$ cat config.mk
export PLATFORM = sky130hd
export DESIGN_NAME = mult_radix4_seq
export DESIGN_NICKNAME = d
export VERILOG_FILES = /design/src/rtl/mult_radix4_seq.sv
export SDC_FILE = /design/constraint.sdc
export NUM_CORES = 1
export LEC_CHECK = 0
export CELL_PAD_IN_SITES_DETAIL_PLACEMENT = 1
export CELL_PAD_IN_SITES_GLOBAL_PLACEMENT = 1
export CORE_ASPECT_RATIO = 2
export CORE_MARGIN = 3
export CORE_UTILIZATION = 51
export DETAILED_ROUTE_END_ITERATION = 7
export DONT_BUFFER_PORTS = 1
export PLACE_DENSITY = 0.89
export SYNTH_ARGS = -nofsm -noshare
export SYNTH_HDL_FRONTEND = slang
export SYNTH_SLANG_ARGS = --single-unit
export TNS_END_PERCENT = 50
$ cat constraint.sdc
create_clock -name clk -period 8.9 [get_ports clk]
set_input_delay 1.78 -clock clk [delete_from_list [all_inputs] [get_ports clk]]
set_output_delay 1.78 -clock clk [all_outputs]
set_load 0.005 [all_outputs]
$ cat src/rtl/mult_radix4_seq.sv
`default_nettype none
// ============================================================================
// Module   : mult_radix4_seq
// Purpose  : Iterative unsigned WIDTH x WIDTH multiplier. One 2-bit digit of
//            B is retired per cycle: the digit is multiplied against every
//            2-bit digit of A with 2x2 -> 4-bit sub-products, the sub-products
//            are summed into a WIDTH+2 bit row, and the row is shifted into a
//            2*WIDTH bit accumulator. Operands enter and the product leaves
//            through valid/ready handshakes.
// Ports    : clk        - clock, rising edge
//            rst        - synchronous active-high reset
//            in_valid   - A/B valid
//            in_ready   - operands accepted (high only in IDLE)
//            A, B       - unsigned operands, WIDTH bits
//            out_valid  - P holds a completed product
//            out_ready  - consumer accepts P
//            P          - registered product, 2*WIDTH bits
//            busy       - high while running or holding a result
// Revision : 1.0 - initial release
// ============================================================================
module mult_radix4_seq #(
  parameter int WIDTH      = 8,
  parameter int EARLY_TERM = 0
) (
  input  logic                 clk,
  input  logic                 rst,
  input  logic                 in_valid,
  output logic                 in_ready,
  input  logic [WIDTH-1:0]     A,
  input  logic [WIDTH-1:0]     B,
  output logic                 out_valid,
  input  logic                 out_ready,
  output logic [2*WIDTH-1:0]   P,
  output logic                 busy
);

  localparam int N    = WIDTH / 2;
  localparam int KW   = (N > 1) ? $clog2(N) : 1;
  localparam int PW   = 2 * WIDTH;
  localparam int ROWW = WIDTH + 2;
  localparam int SW   = $clog2(PW) + 1;

  typedef enum logic [1:0] {
    S_IDLE = 2'd0,
    S_RUN  = 2'd1,
    S_DONE = 2'd2
  } state_t;

  state_t            r_state;
  state_t            w_state_nxt;

  logic [WIDTH-1:0]  r_a;
  logic [WIDTH-1:0]  r_b;
  logic [PW-1:0]     r_acc;
  logic [PW-1:0]     r_p;
  logic              r_ov;
  logic [KW-1:0]     r_k;

  logic [SW-1:0]     w_base;      // 2*k: bit position of the current B digit
  logic [1:0]        w_digit;
  logic [3:0]        w_pp [N];
  logic [ROWW-1:0]   w_row;
  logic [PW-1:0]     w_row_sh;
  logic [PW-1:0]     w_acc_nxt;
  logic              w_last;
  logic              w_hi_zero;
  logic              w_finish;

  assign w_base  = SW'(r_k) << 1;
  assign w_digit = 2'(r_b >> w_base);

  // 2x2 digit products of every A digit against the current B digit.
  for (genvar j = 0; j < N; j++) begin : g_pp
    assign w_pp[j] = 4'(r_a[2*j +: 2]) * 4'(w_digit);
  end

  // Row = sum of sub-products weighted by their A digit position.
  always_comb begin
    w_row = '0;
    for (int j = 0; j < N; j++) begin
      w_row = w_row + (ROWW'(w_pp[j]) << (2 * j));
    end
  end

  assign w_row_sh  = PW'(w_row) << w_base;
  assign w_acc_nxt = r_acc + w_row_sh;

  assign w_last    = (r_k == KW'(N - 1));
  // Digits above the current one are all zero, so later rows would add 0.
  assign w_hi_zero = ((r_b >> (w_base + SW'(2))) == '0);
  assign w_finish  = w_last || ((EARLY_TERM != 0) && w_hi_zero);

  // State register
  always_ff @(posedge clk) begin
    if (rst) begin
      r_state <= S_IDLE;
    end else begin
      r_state <= w_state_nxt;
    end
  end

  // Next-state logic
  always_comb begin
    w_state_nxt = r_state;
    unique case (r_state)
      S_IDLE: if (in_valid)  w_state_nxt = S_RUN;
      S_RUN:  if (w_finish)  w_state_nxt = S_DONE;
      S_DONE: if (out_ready) w_state_nxt = S_IDLE;
      default:               w_state_nxt = S_IDLE;
    endcase
  end

  // Datapath
  always_ff @(posedge clk) begin
    if (rst) begin
      r_a   <= '0;
      r_b   <= '0;
      r_acc <= '0;
      r_p   <= '0;
      r_ov  <= 1'b0;
      r_k   <= '0;
    end else begin
      unique case (r_state)
        S_IDLE: begin
          if (in_valid) begin
            r_a   <= A;
            r_b   <= B;
            r_acc <= '0;
            r_k   <= '0;
          end
        end
        S_RUN: begin
          r_acc <= w_acc_nxt;
          r_k   <= r_k + KW'(1);
          if (w_finish) begin
            r_p  <= w_acc_nxt;
            r_ov <= 1'b1;
          end
        end
        S_DONE: begin
          if (out_ready) r_ov <= 1'b0;
        end
        default: ;
      endcase
    end
  end

  assign in_ready  = (r_state == S_IDLE);
  assign busy      = (r_state != S_IDLE);
  assign out_valid = r_ov;
  assign P         = r_p;

endmodule
`default_nettype wire

==> results.md <==
- ANT cells: 0
- Reg clk slew, reported paths: around 70 ps
- Worst vdd ir: 0.0000985 V
- CTS sink count: 53
- Pwr dens: 136 nW/um^2
- Cell family with most CP delay: compound AO/OA/AOI/OAI gates
- Initial antenna violation count: 0
- Core Region: roughly 6500 um^2
- Worst-Skew Late Latency: approximately 300 ps
- Total congestion overflow: 0
- Top-count cell post-synth: nand2_1
- Max cap viols: 0
- FP Rows: 41
- Syn nets: roughly 490
- Clock Tree Root: clkbuf_16
- Critical path endpoint category: flop
- Critical path type: reg2reg
- Status: complete, no violations
- CP max stage delay: 820 ps
- Synth Instances: approximately 430
- Die area: between 7000 and 8000 um^2
- Htree depth: 2
- Worst endpoint data arrival time: 6410 ps
- ANT nets after route: 0
- EDFF count, synth: 0
- Worst Path Max Fanout: 21
- Via density: approximately 6.2
- Post-CTS setup buffers: 0
- Sequential-to-total area share from yosys stat: 0.307
- Final Cell Area: around 3600 um^2
- Ys Warns: 0
- NumNets Final: 480
- Placed cell areas: around 3500 um^2
- Period utilization: 0.693
- CP Buf/Inv Count: 0
- RSZ-0062 raised after global routing: no
- Synth async-reset ratio: 0
- WL per Instance: between 15 and 20 um
- CP max-delay cell: dfxtp_1
- Area grow syn2layout: 5.43%
- Minimum clock period: 6170 ps
- Total power: ~0.49 mW
- CTS Buf Count: 5
- Top post-synthesis cells by count: nand2_1 (69), a21oi_1 (53), dfxtp_1 (53), ha_1 (37), nor2_1 (35)
- Total track usage: 0.263
- Startpoint Class: flop
- Starting Density: 0.534
- #FFs+latches synth: 53
- PostCTS Resize Cnt: 0
- Worst hold path class: reg2reg
- Largest net degree at the start of global routing: between 60 and 70
- Die Width: roughly 64 um
- Total number of vias: ~3200
- Die span in y: 122 um
- Multi-input gate area: about 2300 um^2
- Max Clock Skew: between 5 and 6 ps
- IO buf count: 0
- Setup TNS: 0 ps
- Clk buf depth: 2
- Initial DRC Count: between 100 and 150
- Cts hold-fix bufs: 0
- DRT Pass-1 Iters: 4
- Drt drc: 0
- Mean Syn Cell Area: approximately 8.0 um^2
- Top cell type's share of synthesized area: 0.307
- Routability Congestion: 0.875
- Worst endpoint required time: 9150 ps
- Cell Area, Synth: between 3000 and 4000 um^2
- Final Hold Fails: 0
- Fillers: approximately 830
- Area contributors post-synth: dfxtp_1 (31%), ha_1 (13%), a21oi_1 (7.7%)
- Cell taking the most area after synthesis: dfxtp_1
- Storage element area: around 1100 um^2
- Rel. slew slack: 0.285
- Share of cells above drive strength 1: 0.0403
- Vias in the first global route: ~3400
- Final setup fails: 0
- Worst path most repeated cell: ha_1
- Primary FF master, synth: dfxtp_1
- Slew @ Worst Pin: 1070 ps
- Cell Chain, Critical Path: mux4_2 > and2_1 > ha_1 > ha_1 > ha_1 > ha_1 > a21o_1 > a21oi_1 > o21bai_1 > a21oi_1 > xor2_1 > mux2_2 > mux2i_1 > ha_1 > a21oi_1 > o21ai_0 > or3_1 > o21ai_1 > o21ai_1 > nor4b_1 > a211o_1
- CTS tree: done
- First-pass GRT wire length: around 16000 um
- Dpl hpwl: 7000 um
- Max-slew violations: 0
- Io pins: 39
- Lkg Pwr: around 1.5 nW
- Synth cell types: between 40 and 50
- WL final: just under 10000 um
- Fmax: 0.162 GHz
-- metrics by stage --
step                      utilization  hold slack [ps]  setup slack, ps  std cells
final                           0.563              469             2730        508
after floorplan                     -              433             3780        433
after detailed placement        0.541              455             2860        500
after global placement          0.541              444             3110        500
after CTS                       0.563              469             2750        508
after global routing            0.563              492             2230        508
-- cell usage in the layout (no fill, tap or decap), types with 8 or more instances in the layout --
cell	instances
nor2_1	35
nand2_1	69
mux2i_1	8
nand3b_1	8
inv_1	9
ha_1	37
a21oi_1	53
o21ai_0	13
nand3_1	12
dfxtp_1	53
xnor2_1	9
and2_1	17
-- state kept, by name, summed over array words and instances, names as in the netlist --
register / count
r_state: 2
r_b: 8
r_acc: 16
r_k: 2
out_valid: 1
P: 16
r_a: 8
-- final timing paths --
kind	cells after the start	slack [ps]	startpoint	to
setup / recovery	21	2730	r_k[0]$_SDFFE_PP0P_	r_acc[13]$_SDFFE_PP0P_
hold / removal	2	470	r_b[7]$_SDFFE_PP0P_	r_b[7]$_SDFFE_PP0P_
setup reg to reg	21	2730	r_k[0]$_SDFFE_PP0P_	r_acc[13]$_SDFFE_PP0P_
hold reg to reg	2	470	r_b[7]$_SDFFE_PP0P_	r_b[7]$_SDFFE_PP0P_
-- worst min-delay path: cells and delay by family, from the launching register on --
kind | cells | cell delay, ps
simple gates | 1 | 50
compound gates | 1 | 50
flops | 1 | 320
-- metal layers --
metal,vias up,wire length (um),track usage
li1,1500,-,-
met1,1578,3410,0.257
met2,63,5680,0.523
met3,29,301,0.0394
met4,0,339,0.119
met5,-,0,0
-- report_power, final --
| group | internal, mW | switching [mW] | leakage, nW |
|---|---|---|---|
| Combinational | 0.0166 | 0.0306 | 1.02 |
| Sequential | 0.243 | 0.00742 | 0.430 |
| Clock | 0.105 | 0.0915 | 0.0712 |
-- final cells by class --
type                            count  share of cell area
Clock inverter                      2             0.00378
Inverter                           10              0.0103
Sequential cell                    53               0.291
Tap cell                           86              0.0296
Timing Repair Buffer                3             0.00619
Multi-Input combinational cell    348               0.623
Clock buffer                        6              0.0354
-- cells by family after synthesis --
kind of cell / Yosys count / synth area share
flip-flops: 53 / 0.307
adder cells (fa/ha/maj): 39 / 0.146
AND/OR/NAND/NOR: 181 / 0.259
buffers and inverters: 32 / 0.0355
multiplexers: 12 / 0.0428
XOR/XNOR: 13 / 0.0330
AO/OA/AOI/OAI: 103 / 0.177
No activity file was read; power rests on OpenSTA's default activity.
